`src/rtl/vga_timing_gen_pkg.sv`:
```
// Shared timing types for the VGA timing generator: one record per axis,
// two per mode, plus the default 640x480 and 800x600 mode constants.
package vga_timing_gen_pkg;

  localparam int TW = 16;

  typedef struct packed {
    logic [TW-1:0] act;
    logic [TW-1:0] fp;
    logic [TW-1:0] sync;
    logic [TW-1:0] bp;
    logic          pol;
  } timing_t;

  typedef struct packed {
    timing_t h;
    timing_t v;
  } mode_t;

  localparam mode_t MODE0_DEF = '{
    h: '{act: 16'd640, fp: 16'd16, sync: 16'd96,  bp: 16'd48, pol: 1'b0},
    v: '{act: 16'd480, fp: 16'd10, sync: 16'd2,   bp: 16'd33, pol: 1'b0}
  };

  localparam mode_t MODE1_DEF = '{
    h: '{act: 16'd800, fp: 16'd40, sync: 16'd128, bp: 16'd88, pol: 1'b1},
    v: '{act: 16'd600, fp: 16'd1,  sync: 16'd4,   bp: 16'd23, pol: 1'b1}
  };

  function automatic int total(timing_t t);
    return int'(t.act) + int'(t.fp) + int'(t.sync) + int'(t.bp);
  endfunction

endpackage

```
`src/rtl/vga_axis_counter.sv`:
```
// One timing axis: a wrapping position counter with its sync window and
// active-area flag decoded from the current count.
module vga_axis_counter
  import vga_timing_gen_pkg::*;
#(
  parameter int CW = 11
) (
  input  logic          clk_i,
  input  logic          rst_i,
  input  logic          adv_i,
  input  timing_t       tm_i,
  output logic [CW-1:0] cnt_o,
  output logic          wrap_o,
  output logic          sync_o,
  output logic          active_o
);

  logic [CW-1:0] cnt_q, cnt_d;
  logic [CW-1:0] act_w, sync_start, sync_end, last_cnt;

  assign act_w      = CW'(tm_i.act);
  assign sync_start = act_w + CW'(tm_i.fp);
  assign sync_end   = sync_start + CW'(tm_i.sync);
  assign last_cnt   = sync_end + CW'(tm_i.bp) - CW'(1);

  assign wrap_o = (cnt_q == last_cnt);

  always_comb begin
    cnt_d = cnt_q;
    if (adv_i) begin
      cnt_d = wrap_o ? '0 : cnt_q + CW'(1);
    end
  end

  always_ff @(posedge clk_i) begin
    if (rst_i) begin
      cnt_q <= '0;
    end else begin
      cnt_q <= cnt_d;
    end
  end

  // sync_end is exclusive, so the window spans exactly tm_i.sync counts
  assign sync_o   = (cnt_q >= sync_start && cnt_q < sync_end) ? tm_i.pol : ~tm_i.pol;
  assign active_o = (cnt_q < act_w);
  assign cnt_o    = cnt_q;

endmodule

```
`src/rtl/vga_timing_gen.sv`:
```
// Two-mode VGA timing generator: H/V axis counters advanced by a pixel clock
// enable, with all outputs registered one ce behind the counter state.
module vga_timing_gen
  import vga_timing_gen_pkg::*;
#(
  parameter int CW      = 11,
  parameter int H0_ACT  = int'(MODE0_DEF.h.act),
  parameter int H0_FP   = int'(MODE0_DEF.h.fp),
  parameter int H0_SYNC = int'(MODE0_DEF.h.sync),
  parameter int H0_BP   = int'(MODE0_DEF.h.bp),
  parameter int V0_ACT  = int'(MODE0_DEF.v.act),
  parameter int V0_FP   = int'(MODE0_DEF.v.fp),
  parameter int V0_SYNC = int'(MODE0_DEF.v.sync),
  parameter int V0_BP   = int'(MODE0_DEF.v.bp),
  parameter int H1_ACT  = int'(MODE1_DEF.h.act),
  parameter int H1_FP   = int'(MODE1_DEF.h.fp),
  parameter int H1_SYNC = int'(MODE1_DEF.h.sync),
  parameter int H1_BP   = int'(MODE1_DEF.h.bp),
  parameter int V1_ACT  = int'(MODE1_DEF.v.act),
  parameter int V1_FP   = int'(MODE1_DEF.v.fp),
  parameter int V1_SYNC = int'(MODE1_DEF.v.sync),
  parameter int V1_BP   = int'(MODE1_DEF.v.bp),
  parameter int HS_POL0 = 0,
  parameter int VS_POL0 = 0,
  parameter int HS_POL1 = 1,
  parameter int VS_POL1 = 1
) (
  input  logic          clk_i,
  input  logic          rst_i,
  input  logic          ce_i,
  input  logic          mode_sel_i,
  output logic          hsync_o,
  output logic          vsync_o,
  output logic          de_o,
  output logic [CW-1:0] pixel_x_o,
  output logic [CW-1:0] pixel_y_o,
  output logic          line_start_o,
  output logic          frame_start_o,
  output logic          mode_cur_o
);

  localparam mode_t MODE0 = '{
    h: '{act: TW'(H0_ACT), fp: TW'(H0_FP), sync: TW'(H0_SYNC), bp: TW'(H0_BP), pol: 1'(HS_POL0)},
    v: '{act: TW'(V0_ACT), fp: TW'(V0_FP), sync: TW'(V0_SYNC), bp: TW'(V0_BP), pol: 1'(VS_POL0)}
  };
  localparam mode_t MODE1 = '{
    h: '{act: TW'(H1_ACT), fp: TW'(H1_FP), sync: TW'(H1_SYNC), bp: TW'(H1_BP), pol: 1'(HS_POL1)},
    v: '{act: TW'(V1_ACT), fp: TW'(V1_FP), sync: TW'(V1_SYNC), bp: TW'(V1_BP), pol: 1'(VS_POL1)}
  };

  localparam int TOT_A   = (total(MODE0.h) > total(MODE0.v)) ? total(MODE0.h) : total(MODE0.v);
  localparam int TOT_B   = (total(MODE1.h) > total(MODE1.v)) ? total(MODE1.h) : total(MODE1.v);
  localparam int MAX_TOT = (TOT_A > TOT_B) ? TOT_A : TOT_B;

  if (CW < $clog2(MAX_TOT)) begin : g_cw_too_small
    $error("vga_timing_gen: CW=%0d cannot hold a count of %0d", CW, MAX_TOT);
  end

  mode_t         cur;
  logic          mode_cur_q, mode_cur_d;
  logic [CW-1:0] h_cnt, v_cnt;
  logic          h_wrap, v_wrap, h_sync, v_sync, h_act, v_act;
  logic          frame_end;

  logic          hsync_q, hsync_d, vsync_q, vsync_d, de_q, de_d;
  logic [CW-1:0] pixel_x_q, pixel_x_d, pixel_y_q, pixel_y_d;
  logic          line_start_q, line_start_d, frame_start_q, frame_start_d;

  assign cur       = mode_cur_q ? MODE1 : MODE0;
  assign frame_end = ce_i & h_wrap & v_wrap;

  vga_axis_counter #(.CW(CW)) u_h_axis (
    .clk_i    (clk_i),
    .rst_i    (rst_i),
    .adv_i    (ce_i),
    .tm_i     (cur.h),
    .cnt_o    (h_cnt),
    .wrap_o   (h_wrap),
    .sync_o   (h_sync),
    .active_o (h_act)
  );

  vga_axis_counter #(.CW(CW)) u_v_axis (
    .clk_i    (clk_i),
    .rst_i    (rst_i),
    .adv_i    (ce_i & h_wrap),
    .tm_i     (cur.v),
    .cnt_o    (v_cnt),
    .wrap_o   (v_wrap),
    .sync_o   (v_sync),
    .active_o (v_act)
  );

  // Levels hold across ce=0 gaps; the start pulses clear so they last one clk
  always_comb begin
    mode_cur_d    = frame_end ? mode_sel_i : mode_cur_q;
    hsync_d       = hsync_q;
    vsync_d       = vsync_q;
    de_d          = de_q;
    pixel_x_d     = pixel_x_q;
    pixel_y_d     = pixel_y_q;
    line_start_d  = 1'b0;
    frame_start_d = 1'b0;
    if (ce_i) begin
      hsync_d       = h_sync;
      vsync_d       = v_sync;
      de_d          = h_act & v_act;
      pixel_x_d     = (h_act & v_act) ? h_cnt : '0;
      pixel_y_d     = (h_act & v_act) ? v_cnt : '0;
      line_start_d  = (h_cnt == '0);
      frame_start_d = (h_cnt == '0) && (v_cnt == '0);
    end
  end

  always_ff @(posedge clk_i) begin
    if (rst_i) begin
      mode_cur_q    <= mode_sel_i;
      hsync_q       <= mode_sel_i ? ~MODE1.h.pol : ~MODE0.h.pol;
      vsync_q       <= mode_sel_i ? ~MODE1.v.pol : ~MODE0.v.pol;
      de_q          <= 1'b0;
      pixel_x_q     <= '0;
      pixel_y_q     <= '0;
      line_start_q  <= 1'b0;
      frame_start_q <= 1'b0;
    end else begin
      mode_cur_q    <= mode_cur_d;
      hsync_q       <= hsync_d;
      vsync_q       <= vsync_d;
      de_q          <= de_d;
      pixel_x_q     <= pixel_x_d;
      pixel_y_q     <= pixel_y_d;
      line_start_q  <= line_start_d;
      frame_start_q <= frame_start_d;
    end
  end

  assign hsync_o       = hsync_q;
  assign vsync_o       = vsync_q;
  assign de_o          = de_q;
  assign pixel_x_o     = pixel_x_q;
  assign pixel_y_o     = pixel_y_q;
  assign line_start_o  = line_start_q;
  assign frame_start_o = frame_start_q;
  assign mode_cur_o    = mode_cur_q;

endmodule

```
`config.mk`:
```
export PLATFORM = sky130hd
export DESIGN_NAME = vga_timing_gen
export DESIGN_NICKNAME = d
export VERILOG_FILES = /design/src/rtl/vga_timing_gen_pkg.sv /design/src/rtl/vga_axis_counter.sv /design/src/rtl/vga_timing_gen.sv
export SDC_FILE = /design/constraint.sdc
export NUM_CORES = 1
export LEC_CHECK = 0
export CAP_MARGIN = 20
export CORE_ASPECT_RATIO = 1.1
export CORE_MARGIN = 2
export CORE_UTILIZATION = 40
export DETAILED_ROUTE_END_ITERATION = 12
export SLEW_MARGIN = 25
export SYNTH_ARGS = -nofsm -noshare
export SYNTH_HDL_FRONTEND = slang
export SYNTH_HIERARCHICAL = 1
export SYNTH_SLANG_ARGS = --single-unit
```
`constraint.sdc`:
```
create_clock -name clk_i -period 5.16 [get_ports clk_i]
set_clock_uncertainty 0.1 [all_clocks]
set_input_delay 1.032 -clock clk_i [delete_from_list [all_inputs] [get_ports clk_i]]
set_output_delay 1.032 -clock clk_i [all_outputs]
set_load 0.02 [all_outputs]
```
==> reports/results.ini <==
[sta]
setup_viol=0
period_minus_slack_ns=4.969
min_period_over_period_pct=96.31
hold_viol=0
max_freq_mhz=201.2
slew_violations=0
relSlewSlack_pct=46.59
worst_pin_slew_ns=0.7987

[detailed_routing]
wire_per_inst_um=13.13
routed_via_density=5.013
drtAntennaViolNets=0
drc_errors=0
drt_first_iter_violations=212
drtPass1Iterations=4
routed_wirelength_mm=15.11
via_count=5770

[global_route]
grt_pass1_vias=5378
grt-ovfl-total=0
grt_use_total_pct=16.80
antenna_found_initial=0
grt_pass1_wl_mm=25.07
grt_start_max_net_pins=25

[setup_path]
rr_startpoint=mode_cur_o$_DFFE_PP_
critPathCaptureType=flop
crit_chain=buf_6 > ha_1 > buf_4 > a21oi_4 > xnor2_2 > ha_1 > or3b_2 > o211ai_1 > a311oi_4 > xor2_1 > ha_1 > o21a_4 > nor2_1 > o21bai_1 > or2_4 > a21o_1 > or4_4 > o41ai_4 > buf_2 > nor2_1
worstSetupPathType=reg2reg
path_buf_inv=3
cpMaxStageDelayCell=or4_4
r2r_slack_ns=0.19
cp.required_ns=5.24
arrival_ns=5.05
critPathTopFamily=simple AND/OR/NAND/NOR gates
reg2reg_depth=20
critPathLaunch=mode_cur_o$_DFFE_PP_
worstPathMaxFanout=6
crit_top_cell=ha_1
r2r-end=u_v_axis/cnt_o[10]$_SDFFE_PP0P_
cp-start-kind=flop
path_depth=20
crit_path_max_incr_delay_ns=0.55

[placed_design]
gp_congestion=0.8304
dp_hpwl_mm=12.23
numPortBuffers=31
dpl_cell_area_um2=7615

[finish]
fillers=1610
antenna-diode-count=0
nets=1090
drive_gt1_share_pct=9.926
area_delta_synth_final_pct=20.72
fin_util_pct=49.43
design_area_um2=8092

[clock_network]
clkTransAtPathRegs_ns=0.07
ctsHoldBuffers=0
htreeDepth=2
clockBufferDepth=2
numCtsBuffers=5
clockRootBuffer=clkbuf_16
clock_latency_ns=0.29
cts_tree=built
cts.sinks=50

[logic_synthesis]
yosysWarnings=6
ys_ff_latch=50
yosysSeqAreaShare_pct=15.38
synth_edf_count=3
synthesis.area_um2=6703
ys.flop_type=dfxtp_1
avgSynthCellArea_um2=8.265
postSynthCellCount=811
yosysUniqueCellTypes=75
async_reset_ff_share_pct=0

[power]
power_leakage_uw=0.003818
p_total_uw=3373
p_per_area_nw_per_um2=416.9
ir_worst_vdd_mv=0.2219

[die]
start_util_pct=40.95
die_area_um2=17810
die_h_um=139.8
die_x_um=127.4
row_count=49
io_pins=32
core_area_um2=16370

[hold_path]
hp-class=reg2reg
hold-path-endpoint=de_o$_SDFFE_PP0P_
hold_depth=1
hold_start=de_o$_SDFFE_PP0P_

[run]
drv_cap=0

[run_status]
run_status=finished clean

[per-layer routing]
layer | share of wire [%] | vias up | global-route usage (%)
li1 | - | 3078 | -
met1 | 48 | 2611 | 22.61
met2 | 48 | 70 | 29.89
met3 | 2.0 | 11 | 0.8458
met4 | 1.1 | 0 | 3.065
met5 | 0 | - | 0
[worst max-delay path by stage]
| stage | slack [ns] | endpoint |
|---|---|---|
| 4_1_cts | 0.007 | u_v_axis/cnt_o[10]$_SDFFE_PP0P_ |
| 5_1_grt | -0.02 | u_v_axis/cnt_o[8]$_SDFFE_PP0P_ |
| 3_5_place_dp | -0.03 | u_v_axis/cnt_o[1]$_SDFFE_PP0P_ |
| 6_report | 0.19 | u_v_axis/cnt_o[10]$_SDFFE_PP0P_ |
| 3_3_place_gp | 0.07 | u_v_axis/cnt_o[1]$_SDFFE_PP0P_ |
| 2_1_floorplan | -0.55 | u_v_axis/cnt_o[10]$_SDFFE_PP0P_ |
[synth_stat cells, drive strengths merged (3+ instances only)]
cell	instances	area [um2]
or2	7	43.79
fa	6	120.1
inv	119	446.7
a22o	22	192.7
maj3	4	41.29
o21a	14	106.4
nor3b	4	30.03
and3	10	68.82
xor2	36	315.3
and2	3	18.77
a21o	31	235.2
o2111ai	3	26.28
a21oi	50	250.2
a211o	3	26.28
o21bai	10	75.07
o211ai	5	37.54
nor3	15	85.08
nor4	7	43.79
nor2b	7	51.30
edfxtp	3	90.09
nand3b	3	22.52
clkbuf	5	20.01
nand2	36	135.1
a2111oi	4	47.55
nor2	30	112.6
dfxtp	47	940.9
a221oi	3	26.28
ha	134	1677
a211oi	15	112.6
nand2b	14	87.58
o21ai	35	175.2
nand3	15	75.07
xnor2	61	534.3
buf	7	61.31
a311oi	3	32.53
nand4	8	50.05
[metrics by stage]
stage,hold slack (ns),setup slack [ns],cells,TNS (ns)
final,0.3554,0.1905,1151,0
after CTS,0.3629,0.007292,1138,0
after detailed placement,0.3464,-0.02629,1130,-0.02629
after floorplan,0.4472,-0.5465,889,-5.375
after global placement,0.3372,0.07484,1130,0
after global routing,0.3889,-0.02086,1151,-0.08761
[cells in the final DEF (no fill, tap or decap), types with 4 or more instances in the layout]
cell / netlist / layout
ha_1: 134 / 131
inv_1: 118 / 116
conb_1: 2 / 80
xnor2_1: 61 / 58
dfxtp_1: 47 / 47
a21oi_1: 50 / 46
nand2_1: 36 / 36
xor2_1: 36 / 35
clkdlybuf4s50_1: 0 / 31
nor2_1: 30 / 29
o21ai_0: 33 / 29
a21o_1: 29 / 28
buf_4: 0 / 28
a22o_1: 22 / 22
nand3_1: 15 / 15
a211oi_1: 15 / 15
nand2b_1: 14 / 13
o21a_1: 13 / 13
nor3_1: 13 / 12
o21bai_1: 10 / 10
nand4_1: 8 / 8
and3_1: 8 / 8
nor2b_1: 6 / 6
or2_2: 7 / 6
nor4_1: 7 / 5
clkbuf_16: 0 / 5
o211ai_1: 5 / 5
fa_1: 6 / 4
[worst reg2reg max path, delay by kind of cell, from the launching register on]
family          cells  cell delay, ns
xor+xnor            2            0.25
flops               1            0.42
simple gates        5            1.37
buf+inv             3            0.52
fa+ha+maj           3            1.00
compound gates      7            1.22
[flip-flops by register name, summed over array words and instances, names as in the netlist]
signal	count
pixel_x_o	11
pixel_y_o	11
u_h_axis/cnt_o	11
u_v_axis/cnt_o	11
de_o	1
frame_start_o	1
hsync_o	1
line_start_o	1
mode_cur_o	1
vsync_o	1
[power by group]
part / switching [uW] / internal, uW / leakage [uW]
combinational: 1410 / 1210 / 0.00334
clock: 145 / 180 / 0.0000698
sequential: 22.5 / 405 / 0.000410
total: 1580 / 1800 / 0.00382
[kinds of logic after synthesis]
logic type	share of synthesized area [%]
compound gates	22.66
simple gates	13.57
other cells	0.1120
fa+ha+maj	27.42
xor+xnor	12.67
buf+inv	7.877
mux	0.2987
flops	15.38
[repair_timing]
| action | in CTS | in global routing |
|---|---|---|
| pin swaps | 0 | 15 |
| buffers inserted | 0 | 12 |
| resized for setup | 1 | 47 |
| endpoints found under the setup margin | 1 | 12 |
| endpoints found under the hold margin | 0 | 0 |
| cloned | 0 | 1 |
[cell type report]
type                    count  area, um2  share of cell area [%]
flip-flops and latches     50       1031                   12.74
well taps                 204      255.2                   3.154
multi-input cells         708       5670                   70.08
clock inverters             3      21.27                  0.2629
clock buffers               5      125.1                   1.546
inverters                 119      446.7                   5.520
repair buffers             62      541.8                   6.696
Power figures use the tool's default switching activity.
==> variant 1, RTL diff (same settings) <==
`CW` is set to 11 in 2 places; all go to 13.
--- a/src/rtl/vga_axis_counter.sv
+++ b/src/rtl/vga_axis_counter.sv
@@ -3,7 +3,7 @@
 module vga_axis_counter
   import vga_timing_gen_pkg::*;
 #(
-  parameter int CW = 11
+  parameter int CW = 13
 ) (
   input  logic          clk_i,
   input  logic          rst_i,
--- a/src/rtl/vga_timing_gen.sv
+++ b/src/rtl/vga_timing_gen.sv
@@ -3,7 +3,7 @@
 module vga_timing_gen
   import vga_timing_gen_pkg::*;
 #(
-  parameter int CW      = 11,
+  parameter int CW      = 13,
   parameter int H0_ACT  = int'(MODE0_DEF.h.act),
   parameter int H0_FP   = int'(MODE0_DEF.h.fp),
   parameter int H0_SYNC = int'(MODE0_DEF.h.sync),
Ports: changed (resized pixel_x_o and pixel_y_o); port bits go from 32 to 36. No check against the original RTL was run, so the function may have changed too.
==> variant 1 against the unedited design <==
Sequential share of layout area shrank 1.8 points. Synthesized area grew 23%. Critical path type unchanged. Power grew 50%. Count of clock-buffer cells in the layout grew 5. Core utilization grew 3.7 points. Sequential cell count grew 8. The run now ends with setup timing left. Routed wire length grew 40%. Worst setup slack lost 320 ps. Cell area grew 34%. Critical endpoint unchanged.
==> variant 1: results (changes against the unedited design) <==
Tot GR Track Use = 19.26% (+2.5 points)
Placement Setup Slack = -185.0 ps (-158.7 ps)
total CTS buffers = 9 (+4)
status = complete, but fails checks
Gate Count Post-Synth = 984 (+21%)
# setup viols final = 8 (+8)
fraction of synthesized area in multiplexers = 0.1212% (-0.18 points)
violated checks = setup timing
WL/cell = 14.22 um (+8.3%)
max incr delay on CP = 490 ps (-60 ps)
vias in the first global route = 7,071 (+31%)
Slew Limit Headroom = 54.94% (+8.4 points)
Ys Warns = 6 (unchanged)
number of setup buffers added after CTS = 9 (+9)
post-CTS resize count = 30 (+29)
First-pass DRT Iterations = 5 (+1)
largest net degree at the start of global routing = 29 (+16%)
Starting DRT DRC Count = 269 (+27%)
static leakage = 5.271 nW (+38%)
nets@finish = 1,400 (+28%)
Clock Latency Late Sink = 340 ps (+50 ps)
PnR worst setup slack = -128.9 ps (-319.4 ps)
adder-cell area share of the yosys netlist = 26.73% (-0.69 points)
synth unique cells = 86 (+15%)
synth top area cells = ha_1, dfxtp_1, inv_1, xor2_1, xnor2_1
Finished Layout Cells = 1,485 (+29%)
delay-heaviest family, CP = compound AO/OA/AOI/OAI gates
sequential area share after synthesis = 14.43% (-0.96 points)
share of layout cells above drive strength 1 = 20.18% (+10 points)
worst-path maximum fanout = 7 (+1)
crit path DAT = 5420 ps (+370 ps)
CP max-delay cell = or4_4
RePlAce Congestion = 0.8584 (+3.4%)
Synth Area in XOR/XNOR = 12.03% (-0.64 points)
Placed Area = 0.01000 mm^2 (+31%)
H-tree levels = 3 (+1)
total negative slack = -711.1 ps (-711.1 ps)
Peak VDD IR = 0.3037 mV (+37%)
post-DP HPWL = 16,400 um (+34%)
Synth Area in Compound Gates = 24.31% (+1.6 points)
CTS clock-pin slew for the worst setup and hold paths = 60 ps
first-pass GRT wire length = 34,180 um (+36%)
IO Port Bufs = 35 (+13%)
vias = 7,510 (+30%)
Post-synth top cells = ha_1, inv_1, dfxtp_1
==> variant 1: changes by cell type after synthesis, sizes merged, moves of 6 or more <==
cell | unedited run | this run
inv | 119 | 136
xor2 | 36 | 55
nor2 | 30 | 45
or3 | 2 | 11
xnor2 | 61 | 54
a211oi | 15 | 25
nor3 | 15 | 21
o31ai | 2 | 8
nand3 | 15 | 22
dfxtp | 47 | 55
a31oi | 1 | 10
ha | 134 | 166
==> variant 1: cell type report <==
cell class / count / area [um^2]
Clock buffer: 10 / 250.2
Clock inverter: 6 / 71.32
Fill cell: 1914 / 9577
Inverter: 136 / 516.7
Multi-Input combinational cell: 871 / 7277
Sequential cell: 58 / 1191
Tap cell: 256 / 320.3
Timing Repair Buffer: 148 / 1235
==> variant 1: report_power, final <==
group          internal [mW]  switching [mW]  leakage [nW]  total (mW)
logic                   1.93            1.98          4.65        3.92
registers              0.468          0.0291         0.475       0.497
clock network          0.406           0.225         0.150       0.630
total                   2.81            2.24          5.27        5.04
==> variant 1: worst paths after layout <==
check / endpoint / slack, ps / cells past startpoint
worst max-delay path: u_v_axis/cnt_o[10] / -130 / 24
worst min-delay path: de_o / 360 / 1
worst max register to register: u_v_axis/cnt_o[10] / -130 / 24
worst min register to register: de_o / 360 / 1
==> variant 1: metal layers <==
layer	global-route usage, %	wire [um]	up-vias
met5	0	0	-
met4	4.333	267	0
met3	2.074	438	15
met2	35.61	10950	67
met1	23.97	9457	3508
li1	-	-	3920
==> variant 1: cell families after synthesis <==
kind of cell | Yosys count
AOI/OAI and AO/OA | 265
xor gates and xnor gates | 110
adders and majority gates | 173
buffers and inverters | 152
DFF | 58
muxes | 1
other | 2
and+or+nand+nor | 223
==> variant 2, RTL diff (config.mk and constraints unchanged) <==
Made on the original files. Reset style: asynchronous (`rst_i`), changed in one clocked block.
--- a/src/rtl/vga_axis_counter.sv
+++ b/src/rtl/vga_axis_counter.sv
@@ -32,7 +32,7 @@
     end
   end
 
-  always_ff @(posedge clk_i) begin
+  always_ff @(posedge clk_i or posedge rst_i) begin
     if (rst_i) begin
       cnt_q <= '0;
     end else begin
Behaviour: no difference found for any inputs over 10 cycles, from zero or initial values and one cycle with rst_i high; that may be too few to reach the edited logic, so the function may still have changed.
==> variant 2 against the unedited design <==
Routed wire length grew 8.0%. Cell area grew 4.0%. Critical path type unchanged. The flow now finishes with violations (setup timing). Worst setup slack lost 240 ps. Die area grew 1.2%. Synthesized area grew 1.2%. Cell count grew 0.61%. Power grew 13%. Non-clock buffer count grew 22. Synthesized cell count shrank 1.8%. Sequential cell count is the same. Critical endpoint is now u_v_axis/cnt_o[10].
==> variant 2: results (changes against the unedited design) <==
Total Routed Length = 16,310 um (+8.0%)
max incr delay on CP = 530 ps (-20 ps)
status = complete, but fails checks
HP Class = reg -> reg
Synth Area in Compound Gates = 21.50% (-1.2 points)
First-pass DRT Iterations = 4 (unchanged)
synth top area cells = ha_1, dfrtp_1, dfxtp_1, inv_1, xnor2_1
adder-cell area share of the yosys netlist = 26.93% (-0.49 points)
post-CTS resize count = 6 (+5)
fraction of synthesized area in multiplexers = 0.7931% (+0.49 points)
crit path DAT = 5330 ps (+280 ps)
asr flop ratio synth = 44.00% (+44 points)
largest net degree at the start of global routing = 24 (-4.0%)
share of layout cells above drive strength 1 = 14.05% (+4.1 points)
Clock Path Buffers = 2 (unchanged)
delay-heaviest family, CP = simple AND/OR/NAND/NOR gates
number of setup buffers added after CTS = 1 (+1)
vias in the first global route = 5,626 (+4.6%)
total gr overflow = 0 (unchanged)
Starting DRT DRC Count = 202 (-4.7%)
# setup viols final = 3 (+3)
Placed Area = 0.007885 mm^2 (+3.5%)
sequential area share after synthesis = 16.82% (+1.4 points)
dpl cells = 1,142 (+1.1%)
CTS clock-pin slew for the worst setup and hold paths = 70 ps (about the same)
static leakage = 4.076 nW (+6.8%)
RePlAce Congestion = 0.8633 (+4.0%)
vias = 5,915 (+2.5%)
worst-path maximum fanout = 4 (-2)
Synth Area in XOR/XNOR = 12.52% (-0.15 points)
CP max-delay cell = or4_1
Clock Latency Late Sink = 290 ps (about the same)
Tot GR Track Use = 18.01% (+1.2 points)
violated checks = setup timing
IO Port Bufs = 31 (unchanged)
PnR worst setup slack = -47.37 ps (-237.9 ps)
synth unique cells = 79 (+5.3%)
Finished Layout Cells = 1,158 (+0.61%)
Filler cells = 1,578 (-2.0%)
Slew Limit Headroom = 53.67% (+7.1 points)
Peak VDD IR = 0.3047 mV (+37%)
first-pass GRT wire length = 26,770 um (+6.7%)
post-DP HPWL = 12,680 um (+3.7%)
Post-synth top cells = ha_1, inv_1, xnor2_1
Mapped Avg Cell Area = 8.523 um^2 (+3.1%)
## variant 2: cell types whose count changed in the layout (fill, tap and decap cells not counted), sizes merged, moves of 4 or more
cell | unedited run | this run
o21a | 14 | 10
or2 | 7 | 3
dfxtp | 47 | 25
xnor2 | 61 | 49
a31oi | 1 | 6
o211ai | 5 | 9
nor2 | 30 | 37
nand4 | 8 | 14
xor2 | 36 | 40
buf | 31 | 53
nand2 | 36 | 31
dfrtp | 0 | 22
a22oi | 0 | 4
a211oi | 15 | 7
## variant 2: layout make-up
class / instances / area [um^2] / share of cell area, %
timing repair buffer: 84 / 719.4 / 8.546
sequential: 50 / 1141 / 13.56
clock inverter: 3 / 28.78 / 0.3419
multi-input combinational: 696 / 5710 / 67.84
tap: 204 / 255.2 / 3.032
inverter: 116 / 437.9 / 5.202
clock buffer: 5 / 125.1 / 1.486
## variant 2: final timing paths
path	start	to	slack, ps	cells after the start
worst min register to register	de_o	de_o	380	1
min in group asynchronous	rst_i	u_h_axis/cnt_o[10]	1220	2
worst max-delay path	mode_cur_o	u_v_axis/cnt_o[10]	-50	25
worst max register to register	mode_cur_o	u_v_axis/cnt_o[10]	-50	25
max in group asynchronous	rst_i	u_v_axis/cnt_o[9]	3390	2
worst min-delay path	de_o	de_o	380	1
## variant 2: worst register-to-register path: cells and delay by family, from the launching register on
| family | cells | cell delay [ps] |
|---|---|---|
| compound gates | 3 | 440 |
| xor+xnor | 4 | 990 |
| fa+ha+maj | 3 | 740 |
| buf+inv | 2 | 340 |
| flops | 1 | 460 |
| simple gates | 13 | 2100 |
## variant 2: per-stage QoR
| step | total power [mW] | setup TNS [ps] | hold slack, ps | setup WS [ps] |
|---|---|---|---|---|
| after floorplan | 2.512 | -6767 | 404.3 | -756.2 |
| after global placement | 3.163 | -16.46 | 350.1 | -16.46 |
| after detailed placement | 3.160 | -514.3 | 350.0 | -123.6 |
| after CTS | 3.525 | 0 | 372.0 | 8.950 |
| after global routing | 4.181 | -2076 | 394.1 | -273.1 |
| final | 3.798 | -120.4 | 377.7 | -47.37 |
## variant 2: where the power goes
part | internal (mW) | leakage (nW) | switching, mW
sequential | 0.431 | 0.506 | 0.0926
clock | 0.185 | 0.0759 | 0.156
combinational | 1.43 | 3.49 | 1.51
## variant 2: cell families (layout without fill, tap and decap cells)
group	count (synthesis)	count (layout)
compound gates	206	206
simple gates	171	171
xor+xnor	92	92
fa+ha+maj	143	143
buf+inv	128	208
flops	50	50
other cells	2	80
mux	4	4
## variant 2: per-layer routing
layer | vias to the layer above | GRT usage, % | share of wire [%]
li1 | 3065 | - | -
met1 | 2746 | 22.92 | 45
met2 | 81 | 33.10 | 52
met3 | 23 | 1.404 | 2.1
met4 | 0 | 3.933 | 1.8
met5 | - | 0 | 0
